[src/rtl/alu_arbiter_if.sv]
// Host/ALU bundle for alu_arbiter: two request ports, the shared-ALU drive side and the result return.
// slave = arbiter view, master = host + ALU view (a testbench drives both sides).
interface alu_arbiter_if #(
  parameter int DW = 8
);
  logic              req0;
  logic              req1;
  logic [1:0]        op0;
  logic [1:0]        op1;
  logic [DW-1:0]     a0;
  logic [DW-1:0]     b0;
  logic [DW-1:0]     a1;
  logic [DW-1:0]     b1;
  logic              gnt0;
  logic              gnt1;
  logic              done0;
  logic              done1;
  logic [2*DW-1:0]   res;
  logic              err;
  logic              busy;
  logic              owner;
  logic              alu_start;
  logic [1:0]        alu_sel;
  logic [DW-1:0]     alu_a;
  logic [DW-1:0]     alu_b;
  logic              alu_finish;
  logic [2*DW-1:0]   alu_res;

  modport slave (
    input  req0, req1, op0, op1, a0, b0, a1, b1, alu_finish, alu_res,
    output gnt0, gnt1, done0, done1, res, err, busy, owner,
           alu_start, alu_sel, alu_a, alu_b
  );

  modport master (
    output req0, req1, op0, op1, a0, b0, a1, b1, alu_finish, alu_res,
    input  gnt0, gnt1, done0, done1, res, err, busy, owner,
           alu_start, alu_sel, alu_a, alu_b
  );
endinterface

[src/rtl/alu_arbiter.sv]
// Round-robin arbiter sharing one multi-cycle ALU between two requesters.
// Optional watchdog: define ALU_ARB_TIMEOUT_EN to abort runs after TO_CYCLES wait cycles.
module alu_arbiter #(
  parameter int DW        = 8,
  parameter int TO_CYCLES = 64
) (
  input  logic         clk,
  input  logic         rst,
  alu_arbiter_if.slave bus
);

  typedef enum logic [2:0] {
    S_IDLE,
    S_ISSUE,
    S_WAIT_BUSY,
    S_WAIT_DONE,
    S_RESP
  } state_t;

  state_t            r_state;
  state_t            w_state_nxt;
  logic              r_owner;
  logic              r_last;
  logic [1:0]        r_sel;
  logic [DW-1:0]     r_a;
  logic [DW-1:0]     r_b;
  logic [2*DW-1:0]   r_res;
  logic              w_grant;
  logic              w_winner;
  logic              w_capture;
  logic              w_timeout;
  logic              w_waiting;

  if (TO_CYCLES < 2) begin : g_cfg_check
    $error("alu_arbiter: TO_CYCLES must be at least 2");
  end

  assign w_waiting = (r_state == S_WAIT_BUSY) || (r_state == S_WAIT_DONE);

  // NOTE: every always_comb output gets a default first so no path can infer a latch.
  always_comb begin
    w_grant  = (bus.req0 | bus.req1) & bus.alu_finish;
    w_winner = bus.req1;
    if (bus.req0 && bus.req1) begin
      w_winner = ~r_last;
    end
  end

`ifdef ALU_ARB_TIMEOUT_EN
  localparam int CW = ($clog2(TO_CYCLES + 1) > 8) ? $clog2(TO_CYCLES + 1) : 8;

  logic [CW-1:0] r_cnt;
  logic          r_err;

  // Fires on the wait cycle whose increment would make the count reach TO_CYCLES.
  assign w_timeout = w_waiting && (r_cnt == CW'(TO_CYCLES - 1));

  always_ff @(posedge clk or posedge rst) begin
    if (rst) begin
      r_cnt <= '0;
      r_err <= 1'b0;
    end else if (r_state == S_ISSUE) begin
      r_cnt <= '0;
      r_err <= 1'b0;
    end else if (w_waiting) begin
      r_cnt <= r_cnt + 1'b1;
      if (w_timeout) begin
        r_err <= 1'b1;
      end
    end
  end

  assign bus.err = (r_state == S_RESP) && r_err;
`else
  assign w_timeout = 1'b0;
  assign bus.err   = 1'b0;
`endif

  always_comb begin
    w_state_nxt = r_state;
    w_capture   = 1'b0;
    case (r_state)
      S_IDLE:      if (w_grant) w_state_nxt = S_ISSUE;
      S_ISSUE:     w_state_nxt = S_WAIT_BUSY;
      S_WAIT_BUSY: begin
        if (w_timeout)             w_state_nxt = S_RESP;
        else if (!bus.alu_finish)  w_state_nxt = S_WAIT_DONE;
      end
      S_WAIT_DONE: begin
        if (w_timeout) begin
          w_state_nxt = S_RESP;
        end else if (bus.alu_finish) begin
          w_capture   = 1'b1;
          w_state_nxt = S_RESP;
        end
      end
      S_RESP:      w_state_nxt = S_IDLE;
      default:     w_state_nxt = S_IDLE;
    endcase
  end

  // NOTE: state registers use non-blocking assignments so every flop samples pre-edge values.
  always_ff @(posedge clk or posedge rst) begin
    if (rst) begin
      r_state <= S_IDLE;
      r_owner <= 1'b0;
      r_last  <= 1'b1;
      r_sel   <= '0;
      r_a     <= '0;
      r_b     <= '0;
      r_res   <= '0;
    end else begin
      r_state <= w_state_nxt;
      if ((r_state == S_IDLE) && w_grant) begin
        r_owner <= w_winner;
        r_sel   <= w_winner ? bus.op1 : bus.op0;
        r_a     <= w_winner ? bus.a1  : bus.a0;
        r_b     <= w_winner ? bus.b1  : bus.b0;
      end
      if (r_state == S_ISSUE) begin
        r_last <= r_owner;
      end
      if (w_capture) begin
        r_res <= bus.alu_res;
      end else if (w_timeout) begin
        r_res <= '0;
      end
    end
  end

  assign bus.gnt0      = (r_state == S_ISSUE) && !r_owner;
  assign bus.gnt1      = (r_state == S_ISSUE) &&  r_owner;
  assign bus.alu_start = (r_state == S_ISSUE);
  assign bus.done0     = (r_state == S_RESP)  && !r_owner;
  assign bus.done1     = (r_state == S_RESP)  &&  r_owner;
  assign bus.busy      = (r_state != S_IDLE);
  assign bus.owner     = r_owner;
  assign bus.res       = r_res;
  assign bus.alu_sel   = r_sel;
  assign bus.alu_a     = r_a;
  assign bus.alu_b     = r_b;

endmodule

[src/flat_wrapper.sv]
// flat-port wrapper written by rule: the top's interface ports become plain ports
module alu_arbiter_flat 
#(
  parameter int DW        = 8,
  parameter int TO_CYCLES = 64
)
  (clk, rst, bus_req0, bus_req1, bus_op0, bus_op1, bus_a0, bus_b0, bus_a1, bus_b1, bus_alu_finish, bus_alu_res, bus_gnt0, bus_gnt1, bus_done0, bus_done1, bus_res, bus_err, bus_busy, bus_owner, bus_alu_start, bus_alu_sel, bus_alu_a, bus_alu_b);
  alu_arbiter_if #(.DW(DW)) bus_i ();
  input  logic clk;
  input  logic rst;
  input wire logic [$bits(bus_i.req0)-1:0] bus_req0;
  input wire logic [$bits(bus_i.req1)-1:0] bus_req1;
  input wire logic [$bits(bus_i.op0)-1:0] bus_op0;
  input wire logic [$bits(bus_i.op1)-1:0] bus_op1;
  input wire logic [$bits(bus_i.a0)-1:0] bus_a0;
  input wire logic [$bits(bus_i.b0)-1:0] bus_b0;
  input wire logic [$bits(bus_i.a1)-1:0] bus_a1;
  input wire logic [$bits(bus_i.b1)-1:0] bus_b1;
  input wire logic [$bits(bus_i.alu_finish)-1:0] bus_alu_finish;
  input wire logic [$bits(bus_i.alu_res)-1:0] bus_alu_res;
  output wire logic [$bits(bus_i.gnt0)-1:0] bus_gnt0;
  output wire logic [$bits(bus_i.gnt1)-1:0] bus_gnt1;
  output wire logic [$bits(bus_i.done0)-1:0] bus_done0;
  output wire logic [$bits(bus_i.done1)-1:0] bus_done1;
  output wire logic [$bits(bus_i.res)-1:0] bus_res;
  output wire logic [$bits(bus_i.err)-1:0] bus_err;
  output wire logic [$bits(bus_i.busy)-1:0] bus_busy;
  output wire logic [$bits(bus_i.owner)-1:0] bus_owner;
  output wire logic [$bits(bus_i.alu_start)-1:0] bus_alu_start;
  output wire logic [$bits(bus_i.alu_sel)-1:0] bus_alu_sel;
  output wire logic [$bits(bus_i.alu_a)-1:0] bus_alu_a;
  output wire logic [$bits(bus_i.alu_b)-1:0] bus_alu_b;
  assign bus_i.req0 = bus_req0;
  assign bus_i.req1 = bus_req1;
  assign bus_i.op0 = bus_op0;
  assign bus_i.op1 = bus_op1;
  assign bus_i.a0 = bus_a0;
  assign bus_i.b0 = bus_b0;
  assign bus_i.a1 = bus_a1;
  assign bus_i.b1 = bus_b1;
  assign bus_i.alu_finish = bus_alu_finish;
  assign bus_i.alu_res = bus_alu_res;
  assign bus_gnt0 = bus_i.gnt0;
  assign bus_gnt1 = bus_i.gnt1;
  assign bus_done0 = bus_i.done0;
  assign bus_done1 = bus_i.done1;
  assign bus_res = bus_i.res;
  assign bus_err = bus_i.err;
  assign bus_busy = bus_i.busy;
  assign bus_owner = bus_i.owner;
  assign bus_alu_start = bus_i.alu_start;
  assign bus_alu_sel = bus_i.alu_sel;
  assign bus_alu_a = bus_i.alu_a;
  assign bus_alu_b = bus_i.alu_b;
  alu_arbiter #(.DW(DW), .TO_CYCLES(TO_CYCLES)) u_core (.clk(clk), .rst(rst), .bus(bus_i));
endmodule
[config.mk]
export PLATFORM = sky130hd
export DESIGN_NAME = alu_arbiter_flat
export DESIGN_NICKNAME = d
export VERILOG_FILES = /design/src/rtl/alu_arbiter_if.sv /design/src/rtl/alu_arbiter.sv /design/src/flat_wrapper.sv
export SDC_FILE = /design/constraint.sdc
export NUM_CORES = 1
export LEC_CHECK = 0
export BUFFER_PORTS_ARGS = -buffer_cell sky130_fd_sc_hd__buf_2
export CORE_ASPECT_RATIO = 1.25
export CORE_MARGIN = 2
export CORE_UTILIZATION = 30
export DETAILED_ROUTE_END_ITERATION = 10
export GPL_TIMING_DRIVEN = 0
export SYNTH_ARGS = -nofsm -noshare
export SYNTH_HDL_FRONTEND = slang
export SYNTH_SLANG_ARGS = --single-unit
[constraint.sdc]
create_clock -name clk -period 3.02 [get_ports clk]
set_input_delay 0.453 -clock clk [delete_from_list [all_inputs] [get_ports clk]]
set_output_delay 0.453 -clock clk [all_outputs]
set_load 0.05 [all_outputs]
# Word level (Yosys, flattened, before mapping)
# Cells that the tools add are included.
# classes
eq_ne,7
n_mux,10
bitwise,3
n_reduce_logical,10
# op_table
cell,count
2-to-1 mux 8 bit,2
case mux 3 bit (4 select lines),1
2-to-1 mux 3 bit,3
== test 3 x 2 -> 1 bit (second input constant),2
logical AND 1 bit,6
!= test 2 bit (second input constant),2
== test 3 x 1 -> 1 bit (second input constant),1
== test 3 bit (second input constant),1
zero test 3 bit,1
2-to-1 mux 1 bit,3
AND reduction 3 bit,1
nonzero test 3 bit,1
2-to-1 mux 2 bit,1
!= test 2 x 1 -> 1 bit (second input constant),1
bitwise AND 1 bit,1
zero test 1 bit,1
inverter 1 bit,1
bitwise OR 1 bit,1
# totals
register_bits,39
input_bits,57
output_inout_bits,42
word_cells,37

# Depth between registers and ports, before layout
# Gate-level depths: netlist (run 1).
# logic_depth
word_depth,4
ltp_mapped,5
mapped_depth_nobuf,3

# Worst setup path before layout (run 1)
# No wires, ideal clock.
# synth_path
path_kind,reg-to-output
startpoint,register u_core.r_owner (netlist: u_core.bus.owner)
endpoint,output port bus_done0
t_arrival_ns,1.317
t_required_ns,2.567
path_slack_ns,1.250
path_stages_with_launch,2
n_path_buf,0
path_cell_list,dfrtp_1 -> nor2_1
# synth_between
elab_chain_len,2
# synth_lines
element,line_no,rtl
"start, declared",alu_arbiter.sv:22,logic r_owner;
"start signal, assigned",alu_arbiter.sv:115,r_owner <= w_winner;
zero test 1 bit,alu_arbiter.sv:134,assign bus.done0 = (r_state == S_RESP) && !r_owner;
logical AND 1 bit,alu_arbiter.sv:134,
"end, declared",flat_wrapper.sv:23,output wire logic [$bits(bus_i.done0)-1:0] bus_done0;
# Every way passes these cells.

# Worst setup path in the final report (run 1)
# layout_path
startpoint,register u_core.r_state[1]
endpoint,output port bus_done1
# layout_between
elab_chain_len,2
# layout_lines
element,line_no,rtl
"start, declared",alu_arbiter.sv:20,state_t r_state;
"start signal, assigned",alu_arbiter.sv:113,r_state <= w_state_nxt;
== test 3 bit,alu_arbiter.sv:135,assign bus.done1 = (r_state == S_RESP) && r_owner;
logical AND 1 bit,alu_arbiter.sv:135,
"end, declared",flat_wrapper.sv:24,output wire logic [$bits(bus_i.done1)-1:0] bus_done1;
# Every way passes these cells.

==> flow_summary.json, run 1 <==
{
  "nets": 282,
  "rsz0062_at_grt": "false",
  "die_w_um": 73.7,
  "critPathBufInv": 1,
  "synth.area.top_cells": "dfrtp_1, mux2_2, mux2_4, dfstp_2, buf_6",
  "crit_slowest_cell": "dfrtp_1",
  "finalClockSkew_ns": 0.00383,
  "slew_violations": 0,
  "synthCells": 121,
  "maxCapViolations": 0,
  "grt_max_degree": 40,
  "finalSetupViolations": 0,
  "syn_to_final_growth_pct": 37.6,
  "row_count": 31,
  "yosys_warnings": 0,
  "dieArea_mm2": 0.00672,
  "crit_type": "register to primary output",
  "power.density_mw_per_mm2": 1250,
  "cts-root-buf": "clkbuf_8",
  "wl_um": 3730,
  "tns_ns": 0,
  "cp_data_arrival_time_ns": 1.41,
  "synth-seq-cells": 39,
  "grt_overflow_total": 0,
  "globalplace.congestion": 0.656,
  "syn_nets": 178,
  "critPathRequiredTime_ns": 2.57,
  "mappedNetlistArea_mm2": 0.00182,
  "die_height_um": 91.2,
  "cts_tree": "built",
  "crit_family": "simple AND/OR/NAND/NOR gates",
  "vias_per_cell": 4.56,
  "fin_area_mm2": 0.00251,
  "cts.clk_slew.worst_paths_ns": 0.07,
  "p_leak_nw": 1.29,
  "multi_input_area_um2": 776,
  "final_common_cell": "buf_2",
  "cts.sinks": 39,
  "grt_pass1_vias": 1243,
  "fin_crit_ns": 1.86,
  "cp-start-kind": "register",
  "initial_core_util": 0.314,
  "drc_errors": 0,
  "h-tree-depth": 2,
  "worstMarginPinSlew_ns": 0.804,
  "ir_drop_v": 0.000467,
  "slew_headroom": 0.463,
  "worst_setup_path_end_kind": "primary output",
  "ff_latch_area_um2": 977,
  "clockBufferDepth": 2,
  "place_inst": 284,
  "crit_chain": "nor2_1 -> and3_2 -> buf_2",
  "drtIter0Drc": 40,
  "syn_area_per_cell_um2": 15.1,
  "cts_resized": 0,
  "coreArea_mm2": 0.00582,
  "yosys.area.top_type": "dfrtp_1",
  "clock.fmax_mhz": 537,
  "fillCellCount": 573,
  "layout_common_cells": "buf_2, mux2_2, dfrtp_1",
  "fin_cells": 292,
  "cp_slowest_stage_delay_ns": 0.42,
  "final_layout_size_suffix_gt1_frac": 0.757,
  "grt_usage": 0.110,
  "hold_buffers": 0,
  "yosysTopAreaCellShare": 0.521,
  "ys_seq_area_frac": 0.536,
  "path_max_fanout": 5,
  "postCtsSetupRepairBufs": 0,
  "ys_types": 24,
  "via_count": 1332,
  "postRouteAntennaNets": 0,
  "wl_per_cell_um": 12.8,
  "antenna_cells": 0,
  "io_buffers": 97,
  "cts-buffers-inserted": 5,
  "clk_latency_ns": 0.28,
  "antenna_found_initial": 0,
  "drtPass1Iterations": 4,
  "dpl_cell_area_mm2": 0.00239,
  "min_path_type": "input pin to async pin",
  "dp_hpwl_um": 2900,
  "fin_crit_sh": 0.616,
  "grt_pass1_wl_um": 5660,
  "status": "completed",
  "hold_violations": 0,
  "io_pins": 99
}
[path summary, 6_finish.rpt]
kind                                          start                  end  slack [ns]  cells after the start
worst max register to register    u_core.r_state[2]  u_core.bus.alu_a[7]        1.30                      4
max in group asynchronous                       rst    u_core.r_state[2]        2.19                      2
worst min register to register  u_core.bus.alu_a[2]  u_core.bus.alu_a[2]        0.50                      1
worst min-delay path                            rst  u_core.bus.alu_a[0]        0.32                      2
min in group clk                     bus_alu_res[4]    u_core.bus.res[4]        0.40                      2
worst max-delay path              u_core.r_state[1]            bus_done1        1.16                      3
[synthesized netlist by cell type]
cell / n
a21boi_1: 1
a21o_1: 1
a21oi_1: 1
and3_1: 2
and3_2: 1
buf_12: 1
buf_2: 2
buf_4: 1
buf_6: 2
conb_1: 1
dfrtp_1: 38
dfstp_2: 1
inv_1: 3
mux2_2: 43
mux2_4: 10
nand2_1: 2
nand2b_1: 1
nand2b_2: 1
nor2_1: 4
nor2_8: 1
nor3_1: 1
o211ai_1: 1
o21ai_4: 1
or3_4: 1
[state kept, by name (all words and copies together) (netlist names)]
register	count
u_core.bus.alu_sel	2
u_core.bus.alu_a	8
u_core.bus.owner	1
u_core.r_state	3
u_core.bus.res	16
u_core.bus.alu_b	8
u_core.r_last	1
[area by class of cell]
class	instances	share of cell area
inverter	3	0.00449
sequential	39	0.389
multi-input combinational	73	0.309
clock inverter	2	0.0140
clock buffer	6	0.0329
tap	66	0.0329
timing repair buffer	97	0.193
buffer	6	0.0239
[worst register-to-register path, stage by stage (launching register included)]
cell,delay [ns]
dfrtp_1,0.44
or3_4,0.45
nor2_8,0.23
buf_12,0.19
mux2_4,0.31
[routing by layer]
| metal | up-vias | wire length, um | track usage |
|---|---|---|---|
| li1 | 627 | - | - |
| met1 | 637 | 1400 | 0.119 |
| met2 | 63 | 1960 | 0.196 |
| met3 | 5 | 298 | 0.0289 |
| met4 | 0 | 65 | 0.0455 |
| met5 | - | 0 | 0 |
[cells by family (layout without fill, tap and decap cells)]
group | Yosys count | count (layout) | share of synthesized area
other | 1 | 1 | 0.00206
multiplexers | 53 | 53 | 0.348
AO/OA/AOI/OAI | 5 | 5 | 0.0240
buffers and inverters | 9 | 114 | 0.0391
flip-flops | 39 | 39 | 0.536
AND/OR/NAND/NOR | 14 | 14 | 0.0514
[stage by stage]
step           hold WS [ns]  total power [mW]   util  setup slack [ns]
2_1_floorplan         0.482              2.34      -              1.25
6_report              0.320              3.15  0.431              1.16
5_1_grt               0.379              3.31  0.431              1.05
3_3_place_gp          0.483              2.72  0.411              1.08
3_5_place_dp          0.490              2.74  0.411              1.18
4_1_cts               0.354              3.20  0.431              1.14
[report_power, final]
part | internal, mW | switching [mW] | total, mW
clock network | 0.267 | 0.171 | 0.439
logic | 0.555 | 1.23 | 1.78
registers | 0.788 | 0.139 | 0.927
total | 1.61 | 1.54 | 3.15
Power figures use the tool's default switching activity.
==> run 2: changes to the inputs <==
- ABC_AREA: default -> 1
- clock period: 3.02 -> 1.8 ns (I/O delays scaled with it)
==> flow_summary.json, run 2 <==
{
  "place_ws_ns": 0.424,
  "critPathRequiredTime_ns": 1.53,
  "cp-endpoint": "bus_gnt1",
  "finalClockSkew_ns": 0.00289,
  "drtIter0Drc": 49,
  "r2r_start": "u_core.r_last",
  "final_layout_size_suffix_gt1_frac": 0.367,
  "drtPass1Iterations": 4,
  "nets": 405,
  "globalplace.congestion": 0.683,
  "layout_setup_ws_ns": 0.174,
  "worstMarginPinSlew_ns": 0.816,
  "io_pins": 99,
  "yosys.area.top_type": "dfrtp_1",
  "synth.area.top_cells": "dfrtp_1, nand2_1, nand3_1, inv_1, buf_6",
  "maxCapViolations": 0,
  "worst_setup_path_end_kind": "primary output",
  "wl_um": 4810,
  "h-tree-depth": 2,
  "coreArea_mm2": 0.00613,
  "r2r_end": "u_core.bus.alu_b[6]",
  "grt_pass1_wl_um": 7960,
  "hold_buffers": 0,
  "syn_area_per_cell_um2": 7.65,
  "fin_crit_ns": 1.63,
  "p_leak_nw": 1.55,
  "vias_per_cell": 4.30,
  "final_common_cell": "nand2_1",
  "rsz0062_at_grt": "false",
  "synthCells": 245,
  "row_count": 32,
  "synth_ff_type": "dfrtp_1",
  "slew_violations": 0,
  "clockBufferDepth": 2,
  "finalSetupViolations": 0,
  "ir_drop_v": 0.000950,
  "crit_type": "register to primary output",
  "ff_latch_area_um2": 977,
  "grt_max_degree": 40,
  "min_path_type": "input pin to async pin",
  "die_w_um": 74.7,
  "yosys_warnings": 0,
  "ys_types": 22,
  "synth-seq-cells": 39,
  "reg2reg_depth": 6,
  "cts_tree": "built",
  "clock.fmax_mhz": 615,
  "mappedNetlistArea_mm2": 0.00187,
  "postCtsSetupRepairBufs": 0,
  "status": "completed",
  "wl_per_cell_um": 11.1,
  "multi_input_area_um2": 773,
  "antenna_cells": 0,
  "synth-edff-count": 0,
  "grt_pass1_vias": 1760,
  "tns_ns": 0,
  "via_count": 1867,
  "power.density_mw_per_mm2": 1890,
  "grt_overflow_total": 0,
  "die_height_um": 92.4,
  "clk_latency_ns": 0.28,
  "slew_headroom": 0.455,
  "dieArea_mm2": 0.00690,
  "largest_reg_flops": 16,
  "fillCellCount": 647,
  "layout_common_cells": "nand2_1, buf_2, dfrtp_1",
  "path_max_fanout": 6,
  "yosysTopAreaCellShare": 0.507,
  "yosysMostFrequentCell": "nand2_1",
  "syn_nets": 302,
  "syn_to_final_growth_pct": 36.2,
  "dp_hpwl_um": 3610,
  "postRouteAntennaNets": 0,
  "critPathLaunch": "u_core.r_state[1]",
  "async_reset_ff_frac": 1.00,
  "cts-buffers-inserted": 5,
  "r2r_slack_ns": 0.47,
  "ys_seq_area_frac": 0.521,
  "cp_data_arrival_time_ns": 1.36,
  "cp-start-kind": "register",
  "finalPower_mw": 4.83,
  "cts.sinks": 39,
  "fin_crit_sh": 0.903,
  "hold_violations": 0,
  "drc_errors": 0,
  "initial_core_util": 0.306,
  "cts-root-buf": "clkbuf_8",
  "yosys-top-cells-count": "nand2_1, dfrtp_1, nand3_1",
  "cts.clk_slew.worst_paths_ns": 0.08,
  "io_buffers": 96,
  "grt_usage": 0.147,
  "antenna_found_initial": 0
}
## run 2: changes by cell type after synthesis, moves of 2 or more
cell | previous run | this run
inv_1 | 3 | 11
nor2_2 | 0 | 2
nand3_1 | 0 | 21
mux2_2 | 43 | 0
mux2_4 | 10 | 0
buf_4 | 1 | 3
and3_1 | 2 | 0
or2_2 | 0 | 2
buf_2 | 2 | 5
nand2_2 | 0 | 3
nand2_1 | 2 | 141
## run 2: worst max-delay path: stages (launching register included)
cell and delay, ns:
dfrtp_1 0.43, inv_1 0.14, nand3_2 0.14, nor2_1 0.10
buf_2 0.26
## run 2: routing by layer
layer,up-vias,share of wire,global-route usage
met5,-,0,0
met2,57,0.51,0.249
met1,857,0.43,0.189
met3,5,0.046,0.0272
li1,948,-,-
met4,0,0.012,0.0402
## run 2: power by group
part,internal (mW),switching (mW),total (mW)
sequential,1.27,0.230,1.50
combinational,0.639,2.11,2.75
clock,0.271,0.304,0.575
total,2.18,2.65,4.83
## run 2: cells by family after synthesis
group / share of synthesized area
compound gates: 0.0207
buf+inv: 0.0688
flops: 0.521
other cells: 0.00200
simple gates: 0.387
## run 2: metrics by stage
| step | area, um^2 | util | hold slack [ns] | cells |
|---|---|---|---|---|
| after floorplan | 1870 | - | 0.380 | 245 |
| after global placement | 2460 | 0.402 | 0.453 | 426 |
| after detailed placement | 2460 | 0.402 | 0.454 | 426 |
| after CTS | 2550 | 0.416 | 0.162 | 434 |
| after global routing | 2550 | 0.417 | 0.166 | 434 |
| final | 2550 | 0.417 | 0.141 | 434 |
## run 2: repair_timing
item,in CTS,in global routing
resized for setup,0,2
hold endpoints to repair,0,0
endpoints found under the setup margin,0,1
## run 2: area by class of cell
class,count,area share
tap,85,0.0416
multi-input combinational,183,0.303
timing repair buffer,96,0.189
clock inverter,2,0.00490
sequential,39,0.383
inverter,12,0.0186
clock buffer,6,0.0284
buffer,11,0.0318
## run 2: worst min path at each step
stage,cells past startpoint,endpoint
3_3_place_gp,2,u_core.bus.alu_a[4]
3_5_place_dp,2,u_core.bus.alu_a[6]
4_1_cts,3,u_core.bus.res[3]
2_1_floorplan,2,u_core.bus.res[0]
6_report,2,u_core.bus.alu_a[2]
5_1_grt,3,u_core.bus.res[10]
==> run 3: changes to the inputs <==
- BUFFER_PORTS_ARGS: -buffer_cell sky130_fd_sc_hd__buf_2 -> -buffer_cell sky130_fd_sc_hd__buf_4
- CAP_MARGIN: default -> 20
- CORE_UTILIZATION: 30 -> 40
- PLACE_DENSITY: default -> 0.72
==> flow_summary.json, run 3 (synthesis results as in run 2) <==
{
  "cts_tree": "built",
  "postRouteAntennaNets": 0,
  "dp_hpwl_um": 3610,
  "cts.clk_slew.worst_paths_ns": 0.07,
  "finalSetupViolations": 0,
  "fin_crit_sh": 0.923,
  "drtIter0Drc": 86,
  "row_count": 27,
  "cts_resized": 0,
  "grt_max_degree": 40,
  "cp-start-kind": "register",
  "clk_latency_ns": 0.29,
  "h-tree-depth": 2,
  "grt_pass1_wl_um": 8010,
  "io_buffers": 96,
  "vias_per_cell": 4.60,
  "fillCellCount": 467,
  "grt_usage": 0.198,
  "drc_errors": 0,
  "cp_data_arrival_time_ns": 1.39,
  "coreArea_mm2": 0.00446,
  "finalPower_mw": 5.09,
  "ir_drop_v": 0.000928,
  "maxCapViolations": 0,
  "r2r_slack_ns": 0.52,
  "power.density_mw_per_mm2": 1850,
  "dieArea_mm2": 0.00525,
  "path_max_fanout": 6,
  "wl_um": 4790,
  "clockBufferDepth": 2,
  "antenna_found_initial": 0,
  "hold_violations": 0,
  "nets": 405,
  "rsz0062_at_grt": "false",
  "final_layout_size_suffix_gt1_frac": 0.361,
  "layout_common_cells": "nand2_1, buf_4, dfrtp_1",
  "fin_crit_ns": 1.66,
  "postCtsSetupRepairBufs": 0,
  "die_w_um": 65.2,
  "via_count": 1871,
  "die_height_um": 80.5,
  "critPathRequiredTime_ns": 1.53,
  "status": "completed",
  "slew_violations": 0,
  "crit_type": "register to primary output",
  "globalplace.congestion": 0.811,
  "p_leak_nw": 1.62,
  "wl_per_cell_um": 11.8,
  "worst_setup_path_end_kind": "primary output",
  "clock.fmax_mhz": 602,
  "antenna_cells": 0,
  "grt_pass1_vias": 1819,
  "hold_buffers": 0,
  "io_pins": 99,
  "drtPass1Iterations": 4,
  "cts.sinks": 39,
  "final_common_cell": "nand2_1",
  "cts-buffers-inserted": 5,
  "finalClockSkew_ns": 0.00662,
  "tns_ns": 0,
  "syn_to_final_growth_pct": 46.7,
  "largest_reg_flops": 16,
  "grt_overflow_total": 0,
  "min_path_type": "input pin to async pin",
  "initial_core_util": 0.420,
  "worstMarginPinSlew_ns": 0.807,
  "slew_headroom": 0.461,
  "cts-root-buf": "clkbuf_8"
}
[run 3: final timing paths]
path                                  endpoint  cells after the start                start
min                          u_core.bus.res[6]                      2                  rst
max                                   bus_gnt1                      4    u_core.r_state[1]
min reg2reg                u_core.bus.alu_b[0]                      2  u_core.bus.alu_b[0]
max reg2reg                u_core.bus.alu_b[5]                      6        u_core.r_last
min in group clk            u_core.bus.res[13]                      3      bus_alu_res[13]
max in group asynchronous  u_core.bus.alu_b[0]                      2                  rst
[run 3: critical path, stage by stage (launching register included)]
cell	delay, ns
dfrtp_1	0.44
inv_1	0.13
nand3_1	0.19
nor2_1	0.14
buf_4	0.21
[run 3: metrics by stage]
step	utilization	hold WS, ns	cell area [um^2]	setup slack, ns	cells
global route	0.616	0.171	2750	0.0369	407
finish	0.616	0.144	2750	0.138	407
CTS	0.616	0.164	2750	0.128	407
floorplan	-	0.380	1870	0.0674	245
detailed placement	0.598	0.463	2670	0.455	399
global placement	0.598	0.456	2670	0.0716	399
[run 3: report_power, final]
| group | total (mW) | internal, mW | switching, mW | leakage, nW |
|---|---|---|---|---|
| Combinational | 3.02 | 0.892 | 2.12 | 1.08 |
| Sequential | 1.51 | 1.27 | 0.240 | 0.489 |
| Clock | 0.561 | 0.272 | 0.289 | 0.0422 |
| Total | 5.09 | 2.44 | 2.65 | 1.62 |
[run 3: layer usage]
metal	GRT usage	wire length [um]	up-vias	share of wire
li1	-	-	950	-
met1	0.221	1910	859	0.40
met2	0.352	2520	53	0.53
met3	0.0504	243	9	0.051
met4	0.0875	115	0	0.024
met5	0	0	-	0
[run 3: cell type report]
| class | count | area [um^2] | share of cell area |
|---|---|---|---|
| Buffer | 11 | 81.3 | 0.0296 |
| Clock buffer | 7 | 76.3 | 0.0278 |
| Timing Repair Buffer | 96 | 721 | 0.262 |
| Tap cell | 58 | 72.6 | 0.0264 |
| Sequential cell | 39 | 977 | 0.355 |
| Inverter | 12 | 47.5 | 0.0173 |
| Multi-Input combinational cell | 183 | 768 | 0.279 |
| Clock inverter | 1 | 5.00 | 0.00182 |
